## config.mk

```make
export PLATFORM = sky130hd
export DESIGN_NAME = bcd_scan_counter
export DESIGN_NICKNAME = d
export VERILOG_FILES = /design/src/rtl/bcd_scan_counter.sv
export SDC_FILE = /design/constraint.sdc
export NUM_CORES = 1
export LEC_CHECK = 0
export ABC_AREA = 1
export BUFFER_PORTS_ARGS = -buffer_cell sky130_fd_sc_hd__buf_2
export CAP_MARGIN = 20
export CORE_ASPECT_RATIO = 0.8
export CORE_UTILIZATION = 58
export DETAILED_ROUTE_END_ITERATION = 6
export PLACE_DENSITY = 0.87
export SETUP_SLACK_MARGIN = 0.4
export SYNTH_ARGS = -nofsm -noshare
export SYNTH_HDL_FRONTEND = slang
export SYNTH_SLANG_ARGS = --single-unit
```

## constraint.sdc

```tcl
create_clock -name clk_in -period 3.85 [get_ports clk_in]
set_input_delay 0.385 -clock clk_in [delete_from_list [all_inputs] [get_ports clk_in]]
set_output_delay 0.385 -clock clk_in [all_outputs]
set_load 0.005 [all_outputs]
```

## src/rtl/bcd_scan_counter.sv

```systemverilog
`default_nettype none
// ============================================================================
// Module   : bcd_scan_counter
// Purpose  : Cascaded multi-digit BCD up/down counter with synchronous load,
//            enable and wrap (carry/borrow) pulse, driving a time-multiplexed
//            8-position common-anode seven-segment display. All timing comes
//            from clock-enable prescalers on clk_in; no derived clocks.
// Params   : DIGITS   - BCD digits counted/displayed (1..8)
//            TICK_DIV - clk_in cycles per count tick (>= 2)
//            SCAN_DIV - clk_in cycles per display position (>= 2)
// Ports    : clk_in   in   system clock, rising edge
//            reset    in   synchronous active-high reset
//            en       in   count enable, sampled on tick cycles
//            up       in   1 = count up, 0 = count down
//            load     in   synchronous load strobe (beats a tick)
//            load_val in   BCD load value, digit 0 in [3:0]; digits >9 load 0
//            count    out  registered BCD count, digit 0 in [3:0]
//            carry    out  one-cycle pulse when the wrapped value appears
//            AN       out  anode enables, active low, one-hot
//            SEG      out  {dp,g,f,e,d,c,b,a}, active low, dp always 1
// Options  : `define LEADING_ZERO_BLANK_EN blanks leading zero digits
//            (digit 0 never blanked); count/carry unaffected.
// Revision : 1.0 - initial release
// ============================================================================
module bcd_scan_counter #(
  parameter int DIGITS   = 8,
  parameter int TICK_DIV = 100_000_000,
  parameter int SCAN_DIV = 100_000
) (
  input  logic                clk_in,
  input  logic                reset,
  input  logic                en,
  input  logic                up,
  input  logic                load,
  input  logic [4*DIGITS-1:0] load_val,
  output logic [4*DIGITS-1:0] count,
  output logic                carry,
  output logic [7:0]          AN,
  output logic [7:0]          SEG
);

  localparam int                  c_TICK_W    = $clog2(TICK_DIV);
  localparam int                  c_SCAN_W    = $clog2(SCAN_DIV);
  localparam logic [c_TICK_W-1:0] c_TICK_LAST = c_TICK_W'(TICK_DIV - 1);
  localparam logic [c_SCAN_W-1:0] c_SCAN_LAST = c_SCAN_W'(SCAN_DIV - 1);
  localparam logic [2:0]          c_IDX_LAST  = 3'(DIGITS - 1);

  logic [c_TICK_W-1:0] r_tick_cnt;
  logic [c_SCAN_W-1:0] r_scan_cnt;
  logic [2:0]          r_scan_idx;

  logic                w_tick;
  logic                w_scan_step;
  logic [4*DIGITS-1:0] w_load_clean;
  logic [4*DIGITS-1:0] w_count_step;
  logic                w_chain;
  logic                w_wrap;
  logic [3:0]          w_digit;
  logic [7:0]          w_seg;
  logic [7:0]          w_an;
  logic                w_blank;

  assign w_tick      = (r_tick_cnt == c_TICK_LAST);
  assign w_scan_step = (r_scan_cnt == c_SCAN_LAST);

  // --------------------------------------------------------------------------
  // Count-tick prescaler: 0..TICK_DIV-1, tick on the last value
  // --------------------------------------------------------------------------
  always_ff @(posedge clk_in) begin
    if (reset) begin
      r_tick_cnt <= '0;
    end else if (w_tick) begin
      r_tick_cnt <= '0;
    end else begin
      r_tick_cnt <= r_tick_cnt + c_TICK_W'(1);
    end
  end

  // --------------------------------------------------------------------------
  // Load sanitising: any non-BCD digit is loaded as 0, so the counter can
  // never hold a digit above 9.
  // --------------------------------------------------------------------------
  genvar gi;
  generate
    for (gi = 0; gi < DIGITS; gi++) begin : g_load_clean
      assign w_load_clean[4*gi +: 4] =
        (load_val[4*gi +: 4] > 4'd9) ? 4'd0 : load_val[4*gi +: 4];
    end
  endgenerate

  // --------------------------------------------------------------------------
  // Ripple step: w_chain is 1 while every lower digit is at its rollover
  // value (9 going up, 0 going down), so it both enables each digit's step
  // and, after the last digit, flags the whole-counter wrap.
  // --------------------------------------------------------------------------
  always_comb begin
    w_count_step = count;
    w_chain      = 1'b1;
    for (int i = 0; i < DIGITS; i++) begin
      if (w_chain) begin
        if (up) begin
          w_count_step[4*i +: 4] = (count[4*i +: 4] == 4'd9) ? 4'd0
                                                              : count[4*i +: 4] + 4'd1;
        end else begin
          w_count_step[4*i +: 4] = (count[4*i +: 4] == 4'd0) ? 4'd9
                                                              : count[4*i +: 4] - 4'd1;
        end
      end
      w_chain = w_chain & (up ? (count[4*i +: 4] == 4'd9)
                              : (count[4*i +: 4] == 4'd0));
    end
    w_wrap = w_chain;
  end

  // Priority: reset > load > (tick & en) > hold. carry is cleared on every
  // non-wrapping cycle so it lasts exactly one cycle.
  always_ff @(posedge clk_in) begin
    if (reset) begin
      count <= '0;
      carry <= 1'b0;
    end else if (load) begin
      count <= w_load_clean;
      carry <= 1'b0;
    end else if (w_tick && en) begin
      count <= w_count_step;
      carry <= w_wrap;
    end else begin
      carry <= 1'b0;
    end
  end

  // --------------------------------------------------------------------------
  // Scan prescaler and display position
  // --------------------------------------------------------------------------
  always_ff @(posedge clk_in) begin
    if (reset) begin
      r_scan_cnt <= '0;
      r_scan_idx <= 3'd0;
    end else if (w_scan_step) begin
      r_scan_cnt <= '0;
      r_scan_idx <= (r_scan_idx == c_IDX_LAST) ? 3'd0 : r_scan_idx + 3'd1;
    end else begin
      r_scan_cnt <= r_scan_cnt + c_SCAN_W'(1);
    end
  end

  // Digit mux; r_scan_idx never exceeds DIGITS-1
  always_comb begin
    w_digit = 4'd0;
    for (int i = 0; i < DIGITS; i++) begin
      if (r_scan_idx == 3'(i)) begin
        w_digit = count[4*i +: 4];
      end
    end
  end

  always_comb begin
    case (w_digit)
      4'd0:    w_seg = 8'hC0;
      4'd1:    w_seg = 8'hF9;
      4'd2:    w_seg = 8'hA4;
      4'd3:    w_seg = 8'hB0;
      4'd4:    w_seg = 8'h99;
      4'd5:    w_seg = 8'h92;
      4'd6:    w_seg = 8'h82;
      4'd7:    w_seg = 8'hF8;
      4'd8:    w_seg = 8'h80;
      4'd9:    w_seg = 8'h90;
      default: w_seg = 8'hFF;
    endcase
  end

`ifdef LEADING_ZERO_BLANK_EN
  // w_lz[i] = digit i and every digit above it are zero
  logic [DIGITS-1:0] w_lz;
  generate
    for (gi = 0; gi < DIGITS; gi++) begin : g_lz
      if (gi == DIGITS - 1) begin : g_lz_top
        assign w_lz[gi] = (count[4*gi +: 4] == 4'd0);
      end else begin : g_lz_mid
        assign w_lz[gi] = w_lz[gi+1] & (count[4*gi +: 4] == 4'd0);
      end
    end
  endgenerate

  always_comb begin
    w_blank = 1'b0;
    for (int i = 0; i < DIGITS; i++) begin
      if ((r_scan_idx == 3'(i)) && (i != 0)) begin
        w_blank = w_lz[i];
      end
    end
  end
`else
  assign w_blank = 1'b0;
`endif

  always_comb begin
    w_an             = 8'hFF;
    w_an[r_scan_idx] = 1'b0;
  end

  always_ff @(posedge clk_in) begin
    if (reset) begin
      AN  <= 8'hFF;
      SEG <= 8'hFF;
    end else begin
      AN  <= w_an;
      SEG <= w_blank ? 8'hFF : w_seg;
    end
  end

endmodule
`default_nettype wire

```

==> results of run 1 <==
routing by layer:
layer | wire length (um) | track usage, %
met5 | 0 | 0
met4 | 275 | 9.722
met1 | 6653 | 37.46
met2 | 6914 | 47.90
met3 | 1218 | 5.825
cells in the final DEF (no fill, tap or decap), types with 20 or more instances in the layout:
cell type	instances
a21oi_1	77
buf_2	84
dfxtp_1	95
inv_1	109
nand2_1	243
nand3_1	78
nor2_1	107
nor3_1	20
o21ai_0	65
xor2_1	21
critical path: stages, from the launching register on:
cell and delay, ns:
dfxtp_1 0.52, inv_2 0.16, ha_1 0.27, inv_1 0.12, o21ai_0 0.10, inv_1 0.06, nand2_1 0.05, nand2_1 0.05
nand2_1 0.04, nand2_1 0.06, nand2_1 0.05, nand2_1 0.18, inv_1 0.10, ha_1 0.29, nand2_1 0.07, nand3_1 0.10
nand2_1 0.05
synthesized netlist by cell type (4+ instances only):
| master | n |
|---|---|
| a21oi_1 | 77 |
| a31oi_1 | 11 |
| buf_1 | 4 |
| buf_2 | 8 |
| buf_4 | 5 |
| clkbuf_1 | 9 |
| dfxtp_1 | 95 |
| ha_1 | 9 |
| inv_1 | 109 |
| nand2_1 | 243 |
| nand2_2 | 5 |
| nand3_1 | 78 |
| nand4_1 | 16 |
| nor2_1 | 107 |
| nor2_2 | 4 |
| nor2_4 | 4 |
| nor3_1 | 20 |
| nor3b_1 | 4 |
| nor4_1 | 7 |
| o211ai_1 | 6 |
| o21a_1 | 4 |
| o21ai_0 | 65 |
| xor2_1 | 21 |
through the flow:
stage | power, W | setup WS, ns
floorplan | 0.001324 | 1.869
global placement | 0.001430 | 1.579
detailed placement | 0.001436 | 1.518
CTS | 0.002344 | 1.496
global route | 0.002444 | 1.234
finish | 0.002341 | 1.477
flip-flops by register name, summed over array words and instances (netlist names):
signal / cells
AN: 8
SEG: 7
carry: 1
count: 32
r_scan_cnt: 17
r_scan_idx: 3
r_tick_cnt: 27
kinds of logic (layout without fill, tap and decap cells):
kind of cell | Yosys count | in the layout | share of synthesized area [%]
simple gates | 502 | 502 | 36.71
flops | 95 | 95 | 31.71
buf+inv | 141 | 220 | 9.428
compound gates | 182 | 182 | 16.71
xor+xnor | 24 | 24 | 3.505
fa+ha+maj | 9 | 9 | 1.877
other cells | 1 | 1 | 0.06252
power breakdown:
group	switching, W	leakage (nW)	internal [W]
clock network	0.000391	0.152	0.000528
registers	0.0000457	0.775	0.00102
logic	0.000225	2.12	0.000133
total	0.000661	3.05	0.00168
path summary, 6_finish.rpt:
check	end	from	slack (ns)	depth (start not counted)
hold reg to reg	r_tick_cnt[0]	r_tick_cnt[0]	0.45	1
setup / recovery	SEG[3]	r_scan_idx[2]	1.48	16
setup reg to reg	SEG[3]	r_scan_idx[2]	1.48	16
hold / removal	count[2]	load_val[2]	0.39	3
area by class of cell:
| class | count | area [um^2] | area share [%] |
|---|---|---|---|
| clock buffers | 11 | 242.7 | 3.568 |
| clock inverters | 5 | 63.81 | 0.9380 |
| inverters | 114 | 427.9 | 6.290 |
| multi-input cells | 718 | 3531 | 51.90 |
| flip-flops and latches | 95 | 1902 | 27.96 |
| well taps | 136 | 170.2 | 2.501 |
| repair buffers | 90 | 465.4 | 6.842 |
==> run_summary.xml, run 1 <==
<?xml version="1.0" encoding="UTF-8"?>
<metrics>
  <group name="clock_tree">
    <metric name="tritoncts.num_buffers" unit="">9</metric>
    <metric name="clock_tree.buffer_depth" unit="">2</metric>
    <metric name="clock_latency" unit="ns">0.35</metric>
    <metric name="clkTransAtPathRegs" unit="ns">0.07</metric>
    <metric name="number_of_buffers_added_to_fix_hold_violations_after_cts" unit="">0</metric>
    <metric name="tritoncts" unit="">yes</metric>
    <metric name="post_cts.resized_instances" unit="">0</metric>
    <metric name="root_buffer" unit="">clkbuf_16</metric>
    <metric name="clock_sink_count" unit="">95</metric>
    <metric name="post_cts_buffers" unit="">0</metric>
    <metric name="htreeDepth" unit="">3</metric>
  </group>
  <group name="power">
    <metric name="max_vdd_drop" unit="uV">325.8</metric>
    <metric name="leakagePower" unit="nW">3.049</metric>
    <metric name="power_density" unit="nW/um^2">344.1</metric>
  </group>
  <group name="timing">
    <metric name="timing.final.crit_share" unit="%">61.64</metric>
    <metric name="finClkSkew" unit="ns">0.007080</metric>
    <metric name="fin_worst_hold_slack" unit="ns">0.3928</metric>
    <metric name="slew_headroom" unit="%">52.96</metric>
    <metric name="final_period_minus_worst_setup_slack" unit="ns">2.373</metric>
    <metric name="rsz0062_at_grt" unit="">false</metric>
    <metric name="setup_viol" unit="">0</metric>
    <metric name="setup_tns" unit="ns">0</metric>
    <metric name="timing.final.hold_violations" unit="">0</metric>
    <metric name="max_freq" unit="MHz">421.4</metric>
    <metric name="timing.final.max_slew_violations" unit="">0</metric>
    <metric name="worst_slew_pin_slew" unit="ns">0.7013</metric>
  </group>
  <group name="synth">
    <metric name="synth_area_leader_cell" unit="">dfxtp_1</metric>
    <metric name="synth_area" unit="um^2">5998</metric>
    <metric name="synth_top_area_share" unit="%">31.71</metric>
    <metric name="netlist_top_cells_area" unit="">dfxtp_1 32%, nand2_1 15%, inv_1 6.8%</metric>
    <metric name="synth_nets" unit="">1000</metric>
    <metric name="yosysSeqAreaShare" unit="%">31.71</metric>
    <metric name="number_of_flops_mapped_to_enable_cells_by_yosys" unit="">0</metric>
    <metric name="yosysUniqueCellTypes" unit="">48</metric>
    <metric name="synth.ff_latch_count" unit="">95</metric>
    <metric name="yosys_warnings" unit="">0</metric>
    <metric name="post_syn_instances" unit="">954</metric>
    <metric name="dominantRegCellSynth" unit="">dfxtp_1</metric>
    <metric name="async_set_or_reset_flop_fraction_in_the_synthesized_netlist" unit="%">0</metric>
    <metric name="mean_syn_cell_area" unit="um^2">6.287</metric>
  </group>
  <group name="routing">
    <metric name="drt_first_pass_iters" unit="">5</metric>
    <metric name="drt-vias-per-instance" unit="">5.565</metric>
    <metric name="num_vias" unit="">6505</metric>
    <metric name="drtIter0Drc" unit="">583</metric>
    <metric name="drt.antenna.violating_nets" unit="">0</metric>
    <metric name="detail_route.wirelength" unit="um">15060</metric>
    <metric name="post_drt_wl_per_cell" unit="um">12.88</metric>
    <metric name="remaining_drc_errors" unit="">0</metric>
  </group>
  <group name="critical_path">
    <metric name="worst-setup-path-type" unit="">flop to flop</metric>
    <metric name="cp_data_required_time" unit="ns">4.08</metric>
    <metric name="arrival" unit="ns">2.60</metric>
    <metric name="worstSetupStartpointType" unit="">flop</metric>
    <metric name="setup.worst_path.end_class" unit="">flop</metric>
    <metric name="worstPathMaxFanout" unit="">10</metric>
  </group>
  <group name="floorplanning">
    <metric name="floorplan.die_area" unit="um^2">10760</metric>
    <metric name="core-area" unit="um^2">9849</metric>
    <metric name="floorplan.die.height" unit="um">92.96</metric>
    <metric name="rows" unit="">32</metric>
    <metric name="floorplan.initialDensity" unit="%">60.90</metric>
    <metric name="dieWidth" unit="um">115.7</metric>
    <metric name="ioPinCount" unit="">86</metric>
  </group>
  <group name="final_layout">
    <metric name="layout.cells.non_filler" unit="">1169</metric>
    <metric name="final.fill_count" unit="">873</metric>
    <metric name="areaGrowthSynthToFinish" unit="%">13.41</metric>
    <metric name="finalInstanceArea" unit="um^2">6803</metric>
    <metric name="diodes" unit="">0</metric>
    <metric name="layout.nets" unit="">1074</metric>
    <metric name="final_util" unit="%">69.07</metric>
    <metric name="drive_gt1_share" unit="%">12.68</metric>
  </group>
  <group name="min_path">
    <metric name="worst_hold_path_type" unit="">input pin to flop</metric>
  </group>
  <group name="global_routing">
    <metric name="grt_start_max_net_pins" unit="">37</metric>
    <metric name="antenna_found_initial" unit="">0</metric>
    <metric name="grt_pass1_wl" unit="um">25220</metric>
    <metric name="groute.usage.overall" unit="%">28.95</metric>
    <metric name="global_route_overflow" unit="">0</metric>
    <metric name="grt_pass1_vias" unit="">5731</metric>
  </group>
  <group name="flow_run">
    <metric name="max_cap_violations" unit="">0</metric>
  </group>
  <group name="place">
    <metric name="gpl.final_weighted_congestion" unit="">0.9124</metric>
    <metric name="area_post_placement" unit="um^2">6496</metric>
    <metric name="place_hpwl" unit="um">10960</metric>
    <metric name="port-buffer-count" unit="">84</metric>
    <metric name="dp.cells" unit="">1153</metric>
  </group>
  <group name="run_status">
    <metric name="status" unit="">finished, final reports clean</metric>
  </group>
</metrics>
Power figures use the tool's default switching activity.
==> inputs of run 2 (changes only) <==
Clock period 3.85 ns to 2.4 ns, I/O delays scaled along.
==> run 2 against run 1 <==
Net effect: the run now ends with DRC left; setup slack worse by 1.1 ns; die area is the same; register-to-register slack got worse by 1.1 ns; sequential share of layout area decreased by 1.7 points; maximum frequency rose by 18%; clock skew fell by 0.0021 ns; via count rose by 5.6%; routed wire length increased by 13%; flip-flop and latch count is the same; global-route usage is 0.88 points higher; highest routed layer unchanged.
==> run_summary.xml, run 2 (synthesis results as in run 1) <==
<?xml version="1.0" encoding="UTF-8"?>
<metrics>
  <group name="power">
    <metric name="power_density" unit="nW/um^2">526.4</metric>
    <metric name="cell_internal_power" unit="W">0.002722</metric>
    <metric name="max_vdd_drop" unit="uV">423.8</metric>
    <metric name="net-switching-power" unit="W">0.001115</metric>
    <metric name="logic_gate_share_of_total_power" unit="%">16.6</metric>
    <metric name="seq_power_share" unit="%">44.5</metric>
    <metric name="leakagePower" unit="nW">3.214</metric>
    <metric name="share_clk_of_total_power" unit="%">38.9</metric>
    <metric name="switching_share" unit="%">29.06</metric>
  </group>
  <group name="final_layout">
    <metric name="reg.largest.list" unit="">count: 32 flops, r_tick_cnt: 27 flops, r_scan_cnt: 17 flops</metric>
    <metric name="drive_gt1_share" unit="%">20.04</metric>
    <metric name="diodes" unit="">0</metric>
    <metric name="regMostFlops" unit="">count</metric>
    <metric name="commonest_cells_after_routing_fill_and_taps_aside" unit="">227 x nand2_1, 101 x inv_1, 101 x nor2_1, 89 x dfxtp_1, 84 x buf_2</metric>
    <metric name="areaGrowthSynthToFinish" unit="%">21.51</metric>
    <metric name="layout.cells.non_filler" unit="">1194</metric>
    <metric name="layout.nets" unit="">1099</metric>
    <metric name="final.fill_count" unit="">775</metric>
    <metric name="mostFrequentLayoutCell" unit="">nand2_1</metric>
    <metric name="largest_reg_flops" unit="">32</metric>
  </group>
  <group name="routing">
    <metric name="drt.antenna.violating_nets" unit="">0</metric>
    <metric name="drt-vias-per-instance" unit="">5.753</metric>
    <metric name="num_vias" unit="">6869</metric>
    <metric name="detail_route.wirelength" unit="um">16950</metric>
    <metric name="remaining_drc_errors" unit="">1</metric>
    <metric name="drt_first_pass_iters" unit="">7</metric>
    <metric name="post_drt_wl_per_cell" unit="um">14.19</metric>
    <metric name="drtIter0Drc" unit="">774</metric>
  </group>
  <group name="global_routing">
    <metric name="antenna_found_initial" unit="">0</metric>
    <metric name="global_route_overflow" unit="">0</metric>
    <metric name="groute.usage.overall" unit="%">29.82</metric>
    <metric name="grt_pass1_wl" unit="um">25740</metric>
    <metric name="grt_pass1_vias" unit="">5711</metric>
    <metric name="grt_start_max_net_pins" unit="">36</metric>
  </group>
  <group name="floorplanning">
    <metric name="floorplan.die.height" unit="um">92.96</metric>
    <metric name="floorplan.die_area" unit="um^2">10760</metric>
    <metric name="rows" unit="">32</metric>
    <metric name="ioPinCount" unit="">86</metric>
    <metric name="dieWidth" unit="um">115.7</metric>
    <metric name="core-area" unit="um^2">9849</metric>
    <metric name="floorplan.initialDensity" unit="%">60.90</metric>
  </group>
  <group name="timing">
    <metric name="fin_worst_hold_slack" unit="ns">0.2559</metric>
    <metric name="setup_viol" unit="">0</metric>
    <metric name="final_period_minus_worst_setup_slack" unit="ns">2.005</metric>
    <metric name="worst_slack" unit="ns">0.3950</metric>
    <metric name="max_freq" unit="MHz">498.8</metric>
    <metric name="timing.final.hold_violations" unit="">0</metric>
    <metric name="timing.final.max_slew_violations" unit="">0</metric>
    <metric name="worst_slew_pin_slew" unit="ns">0.5572</metric>
    <metric name="timing.final.crit_share" unit="%">83.54</metric>
    <metric name="slew_headroom" unit="%">62.46</metric>
    <metric name="setup_tns" unit="ns">0</metric>
    <metric name="rsz0062_at_grt" unit="">true</metric>
    <metric name="finClkSkew" unit="ns">0.004947</metric>
  </group>
  <group name="clock_tree">
    <metric name="clock_sink_count" unit="">95</metric>
    <metric name="clock_tree.buffer_depth" unit="">2</metric>
    <metric name="root_buffer" unit="">clkbuf_16</metric>
    <metric name="tritoncts" unit="">yes</metric>
    <metric name="tritoncts.num_buffers" unit="">9</metric>
    <metric name="htreeDepth" unit="">3</metric>
    <metric name="clock_latency" unit="ns">0.35</metric>
    <metric name="clkTransAtPathRegs" unit="ns">0.07</metric>
    <metric name="number_of_buffers_added_to_fix_hold_violations_after_cts" unit="">0</metric>
  </group>
  <group name="critical_path">
    <metric name="arrival" unit="ns">2.29</metric>
    <metric name="worstSetupStartpointType" unit="">flop</metric>
    <metric name="setup.worst_path.end_class" unit="">flop</metric>
    <metric name="worstPathMaxFanout" unit="">6</metric>
    <metric name="worst-setup-path-type" unit="">flop to flop</metric>
    <metric name="cp_data_required_time" unit="ns">2.68</metric>
  </group>
  <group name="run_status">
    <metric name="violations" unit="">DRC</metric>
    <metric name="status" unit="">finished, violations left</metric>
  </group>
  <group name="place">
    <metric name="place_hpwl" unit="um">11280</metric>
    <metric name="dp.cells" unit="">1162</metric>
    <metric name="port-buffer-count" unit="">84</metric>
    <metric name="post-place-ws" unit="ns">0.1371</metric>
    <metric name="gpl.final_weighted_congestion" unit="">0.9189</metric>
  </group>
  <group name="min_path">
    <metric name="worst_hold_path_type" unit="">input pin to flop</metric>
  </group>
  <group name="flow_run">
    <metric name="max_cap_violations" unit="">0</metric>
  </group>
</metrics>
## run 2: changes by cell type in the layout (fill, tap and decap cells not counted), moves of 6 or more
cell and change:
o21ai_0 -6, nand2_2 +12, ha_4 +6, nand2_1 -16
buf_4 +21, inv_1 -8, nor2_1 -6, nand3_2 +6
ha_1 -8, dfxtp_1 -6, nand3_1 -7
## run 2: power groups by stage
stage / clock (W) / combinational (W) / sequential, W
after floorplan: 0 / 0.000395 / 0.00173
after global placement: 0 / 0.000569 / 0.00174
after detailed placement: 0 / 0.000579 / 0.00174
after CTS: 0.00150 / 0.000588 / 0.00170
after global routing: 0.00157 / 0.000709 / 0.00172
final: 0.00149 / 0.000636 / 0.00171
## run 2: layer usage
metal  GRT usage [%]  vias to the layer above  wire, um
met5               0                        -         0
met4           10.68                        0       575
met3           6.152                       66      1478
met2           49.70                      362      7896
met1           37.96                     3099      6995
li1                -                     3342         -
## run 2: path summary, 6_finish.rpt
path	start	endpoint	slack, ns	depth (start not counted)
setup reg to reg	count[0]	count[26]	0.40	12
hold reg to reg	r_tick_cnt[0]	r_tick_cnt[0]	0.42	1
hold / removal	load_val[2]	count[2]	0.26	3
setup / recovery	count[0]	count[26]	0.40	12
## run 2: final cells by class
class | count | area (um^2) | area share, %
multi-input cells | 718 | 3780 | 51.86
flip-flops and latches | 95 | 1914 | 26.27
repair buffers | 115 | 676.9 | 9.288
inverters | 114 | 440.4 | 6.043
clock buffers | 11 | 242.7 | 3.330
well taps | 136 | 170.2 | 2.335
clock inverters | 5 | 63.81 | 0.8755
## run 2: worst max-delay path: stages, from the launching register on
cell     delay (ns)
dfxtp_1        0.55
inv_2          0.08
nor2_1         0.12
nand2_1        0.06
nand2_1        0.08
nand2_1        0.09
nor2_2         0.19
nand4_2        0.17
o21ai_1        0.24
nand2_2        0.14
nand2_1        0.08
nand2_1        0.05
nor2_1         0.09
## run 2: timing repair
action / in CTS / in global routing
hold endpoints to repair: 0 / 0
cloned: 0 / 0
resized for setup: 17 / 72
setup endpoints to repair: 19 / 45
buffers inserted: 1 / 15
pin swaps: 3 / 23
## run 2: per-stage QoR
stage | cell area (um^2) | total power, W | utilization, %
detailed placement | 6576 | 0.002320 | 66.77
finish | 7288 | 0.003837 | 74.00
floorplan | 5998 | 0.002124 | -
global route | 7288 | 0.003996 | 74.00
CTS | 6952 | 0.003794 | 70.58
global placement | 6576 | 0.002308 | 66.77
==> inputs of run 3 (changes only) <==
Clock period 2.4 ns to 1.9 ns, I/O delays scaled along.
==> run 3 against run 2 <==
Net effect: synthesized area unchanged; the run now fails in global routing; synthesized cell count unchanged.
==> run_summary.xml, run 3 <==
<?xml version="1.0" encoding="UTF-8"?>
<metrics>
  <group name="run_status">
    <metric name="status" unit="">aborted with a tool error</metric>
    <metric name="stop_stage" unit="">global routing</metric>
    <metric name="error_line" unit="">[ERROR GRT-0232] Routing congestion too high. Check the congestion heatmap in the GUI.</metric>
  </group>
  <group name="synth">
    <metric name="synth.ff_latch_count" unit="">95</metric>
    <metric name="async_set_or_reset_flop_fraction_in_the_synthesized_netlist" unit="%">0</metric>
    <metric name="yosys_warnings" unit="">0</metric>
    <metric name="synth_area_leader_cell" unit="">dfxtp_1</metric>
    <metric name="post_syn_instances" unit="">954</metric>
    <metric name="number_of_flops_mapped_to_enable_cells_by_yosys" unit="">0</metric>
    <metric name="synth_area" unit="um^2">5998</metric>
    <metric name="yosysSeqAreaShare" unit="%">31.71</metric>
    <metric name="mean_syn_cell_area" unit="um^2">6.287</metric>
    <metric name="netlist_top_cells_area" unit="">dfxtp_1 32%, nand2_1 15%, inv_1 6.8%</metric>
    <metric name="synth_top_area_share" unit="%">31.71</metric>
    <metric name="synth.top_cells.by_count" unit="">243 x nand2_1, 109 x inv_1, 107 x nor2_1</metric>
    <metric name="dominantRegCellSynth" unit="">dfxtp_1</metric>
    <metric name="post-synth-top-count-cell" unit="">nand2_1</metric>
    <metric name="yosysUniqueCellTypes" unit="">48</metric>
    <metric name="synth_nets" unit="">1000</metric>
  </group>
  <group name="place">
    <metric name="area_post_placement" unit="um^2">7124</metric>
    <metric name="place_hpwl" unit="um">11890</metric>
    <metric name="port-buffer-count" unit="">84</metric>
    <metric name="gpl.final_weighted_congestion" unit="">0.9259</metric>
  </group>
  <group name="floorplanning">
    <metric name="floorplan.initialDensity" unit="%">60.90</metric>
    <metric name="floorplan.die.height" unit="um">92.96</metric>
    <metric name="rows" unit="">32</metric>
    <metric name="dieWidth" unit="um">115.7</metric>
    <metric name="ioPinCount" unit="">86</metric>
  </group>
  <group name="global_routing">
    <metric name="global_route_overflow" unit="">9</metric>
    <metric name="groute.usage.overall" unit="%">71.69</metric>
    <metric name="grt_start_max_net_pins" unit="">36</metric>
  </group>
  <group name="timing">
    <metric name="timing.grt.repair.worst_endpoint" unit="">SEG[6]$_SDFF_PP1_/D</metric>
    <metric name="worst_endpoint_kind" unit="">register input</metric>
  </group>
  <group name="clock_tree">
    <metric name="htreeDepth" unit="">3</metric>
    <metric name="tritoncts.num_buffers" unit="">9</metric>
    <metric name="clock_sink_count" unit="">95</metric>
    <metric name="root_buffer" unit="">clkbuf_16</metric>
    <metric name="clock_tree.buffer_depth" unit="">2</metric>
  </group>
</metrics>
-- run 3: cell counts after synthesis --
No cell type changed its count.
-- run 3: per-layer routing --
metal  GRT usage, %  overflow
met3          54.25         1
met1          75.30         2
met5          3.590         0
met4          67.31         3
met2          89.22         3
-- run 3: metrics by stage --
step                      worst slack, ns  hold slack [ns]  instances
after floorplan                    0.1318           0.4055        954
after global placement            0.01542           0.4266       1187
after detailed placement         -0.01374           0.4345       1187
after CTS                         0.04226           0.1848       1255
-- run 3: what timing repair did --
item / CTS
pin swaps: 63
resized for setup: 143
hold buffers: 0
endpoints found under the setup margin: 86
endpoints found under the hold margin: 0
setup buffers: 47
gates cloned: 5
-- run 3: kinds of logic after synthesis --
| kind of cell | share of synthesized area, % |
|---|---|
| adder cells (fa/ha/maj) | 1.877 |
| AND/OR/NAND/NOR | 36.71 |
| XOR/XNOR | 3.505 |
| AO/OA/AOI/OAI | 16.71 |
| other | 0.06252 |
| buffers and inverters | 9.428 |
| flip-flops | 31.71 |
==> inputs of run 4 (changes only) <==
Settings changed: CORE_ASPECT_RATIO 0.8 to unset, CORE_UTILIZATION 58 to 40, PLACE_DENSITY 0.87 to unset, PLACE_DENSITY_LB_ADDON set to 0.15, SETUP_SLACK_MARGIN 0.4 to unset.
==> run 4 against run 3 <==
Net effect: the run now ends clean.
==> run_summary.xml, run 4 (synthesis results as in run 1) <==
<?xml version="1.0" encoding="UTF-8"?>
<metrics>
  <group name="routing">
    <metric name="drt_first_pass_iters" unit="">4</metric>
    <metric name="drt.antenna.violating_nets" unit="">0</metric>
    <metric name="detail_route.wirelength" unit="um">17280</metric>
    <metric name="drtIter0Drc" unit="">294</metric>
    <metric name="drt-vias-per-instance" unit="">5.066</metric>
    <metric name="post_drt_wl_per_cell" unit="um">13.05</metric>
    <metric name="num_vias" unit="">6707</metric>
    <metric name="remaining_drc_errors" unit="">0</metric>
  </group>
  <group name="final_layout">
    <metric name="diodes" unit="">0</metric>
    <metric name="layout.nets" unit="">1181</metric>
    <metric name="commonest_cells_after_routing_fill_and_taps_aside" unit="">223 x nand2_1, 102 x buf_4, 96 x inv_1, 96 x nor2_1, 84 x buf_2</metric>
    <metric name="reg.largest.list" unit="">count: 32 flops, r_tick_cnt: 27 flops, r_scan_cnt: 17 flops</metric>
    <metric name="largest_reg_flops" unit="">32</metric>
    <metric name="finalInstanceArea" unit="um^2">8150</metric>
    <metric name="drive_gt1_share" unit="%">29.30</metric>
    <metric name="layout.cells.non_filler" unit="">1324</metric>
    <metric name="regMostFlops" unit="">count</metric>
    <metric name="areaGrowthSynthToFinish" unit="%">35.88</metric>
    <metric name="mostFrequentLayoutCell" unit="">nand2_1</metric>
  </group>
  <group name="floorplanning">
    <metric name="dieWidth" unit="um">124.5</metric>
    <metric name="floorplan.die.height" unit="um">124.5</metric>
    <metric name="ioPinCount" unit="">86</metric>
    <metric name="floorplan.die_area" unit="um^2">15490</metric>
    <metric name="rows" unit="">44</metric>
    <metric name="floorplan.initialDensity" unit="%">41.11</metric>
    <metric name="core-area" unit="um^2">14590</metric>
  </group>
  <group name="global_routing">
    <metric name="groute.usage.overall" unit="%">21.82</metric>
    <metric name="grt_pass1_wl" unit="um">28010</metric>
    <metric name="antenna_found_initial" unit="">0</metric>
    <metric name="grt_start_max_net_pins" unit="">36</metric>
    <metric name="global_route_overflow" unit="">0</metric>
    <metric name="grt_pass1_vias" unit="">6082</metric>
  </group>
  <group name="power">
    <metric name="max_vdd_drop" unit="uV">512.5</metric>
    <metric name="leakagePower" unit="nW">3.663</metric>
    <metric name="power_density" unit="nW/um^2">616.4</metric>
    <metric name="total_power" unit="W">0.005023</metric>
  </group>
  <group name="clock_tree">
    <metric name="clock_tree.buffer_depth" unit="">2</metric>
    <metric name="clkTransAtPathRegs" unit="ns">0.08</metric>
    <metric name="clock_sink_count" unit="">95</metric>
    <metric name="clock_latency" unit="ns">0.36</metric>
    <metric name="root_buffer" unit="">clkbuf_16</metric>
    <metric name="tritoncts.num_buffers" unit="">9</metric>
    <metric name="tritoncts" unit="">yes</metric>
    <metric name="htreeDepth" unit="">3</metric>
  </group>
  <group name="timing">
    <metric name="timing.final.crit_share" unit="%">98.87</metric>
    <metric name="timing.final.hold_violations" unit="">0</metric>
    <metric name="max_freq" unit="MHz">532.4</metric>
    <metric name="finClkSkew" unit="ns">0.01058</metric>
    <metric name="final_period_minus_worst_setup_slack" unit="ns">1.878</metric>
    <metric name="rsz0062_at_grt" unit="">true</metric>
    <metric name="timing.final.max_slew_violations" unit="">0</metric>
    <metric name="fin_worst_hold_slack" unit="ns">0.1713</metric>
    <metric name="worst_slack" unit="ns">0.02155</metric>
    <metric name="setup_viol" unit="">0</metric>
  </group>
  <group name="critical_path">
    <metric name="arrival" unit="ns">2.12</metric>
    <metric name="worstPathMaxFanout" unit="">4</metric>
    <metric name="setup.worst_path.end_class" unit="">flop</metric>
    <metric name="worst-setup-path-type" unit="">flop to flop</metric>
    <metric name="worstSetupStartpointType" unit="">flop</metric>
    <metric name="cp_data_required_time" unit="ns">2.14</metric>
  </group>
  <group name="run_status">
    <metric name="status" unit="">finished, final reports clean</metric>
  </group>
  <group name="min_path">
    <metric name="worst_hold_path_type" unit="">input pin to flop</metric>
  </group>
  <group name="place">
    <metric name="dp.cells" unit="">1297</metric>
    <metric name="port-buffer-count" unit="">84</metric>
    <metric name="area_post_placement" unit="um^2">7358</metric>
    <metric name="gpl.final_weighted_congestion" unit="">0.8490</metric>
    <metric name="post-place-ws" unit="ns">-0.04642</metric>
    <metric name="place_hpwl" unit="um">12960</metric>
  </group>
  <group name="flow_run">
    <metric name="max_cap_violations" unit="">0</metric>
  </group>
</metrics>
-- run 4: routing by layer --
layer	part of all wire [%]	wire length [um]	track usage (%)
met1	46	7953	27.04
met2	49	8510	38.15
met3	3.4	586	4.253
met4	1.3	227	6.024
met5	0	0	0
-- run 4: power by group --
group          leakage [nW]  switching [W]  total, W  internal, W
registers             0.783      0.0000714   0.00213      0.00206
clock network         0.155       0.000860   0.00191      0.00105
logic                  2.72       0.000551  0.000977     0.000427
-- run 4: repair_timing --
action	CTS	global route
cloned	0	1
hold buffers	0	0
pin swaps	4	40
setup buffers	0	10
setup endpoints to repair	14	55
resized for setup	10	112
-- run 4: per-stage QoR --
step / setup TNS [ns] / util [%]
finish: 0 / 55.87
global route: -2.728 / 55.87
CTS: 0 / 52.80
detailed placement: -0.2658 / 50.44
global placement: -0.01556 / 50.44
floorplan: 0 / -
-- run 4: worst max-delay path, stage by stage (launching register included) --
cell,delay (ns)
dfxtp_4,0.36
buf_6,0.11
ha_4,0.16
buf_4,0.13
nand3_1,0.07
nand3_1,0.08
nand2_1,0.06
nand2_1,0.05
nand2_1,0.05
nand2_1,0.06
nand2_1,0.06
nand2_1,0.10
ha_4,0.28
nand2_2,0.05
nand3_1,0.08
nand2_1,0.05
-- run 4: final timing paths --
path / from / to / slack (ns) / depth (start not counted)
max: r_scan_idx[0] / SEG[3] / 0.02 / 15
min: load_val[2] / count[2] / 0.17 / 3
max reg2reg: r_scan_idx[0] / SEG[3] / 0.02 / 15
min reg2reg: r_scan_cnt[0] / r_scan_cnt[0] / 0.44 / 1
-- run 4: cell type report --
cell class | count | area, um^2
fillers | 1415 | 6439
multi-input cells | 718 | 3879
flip-flops and latches | 95 | 1929
repair buffers | 197 | 1368
inverters | 114 | 430.4
well taps | 184 | 230.2
clock buffers | 9 | 225.2
clock inverters | 7 | 88.84
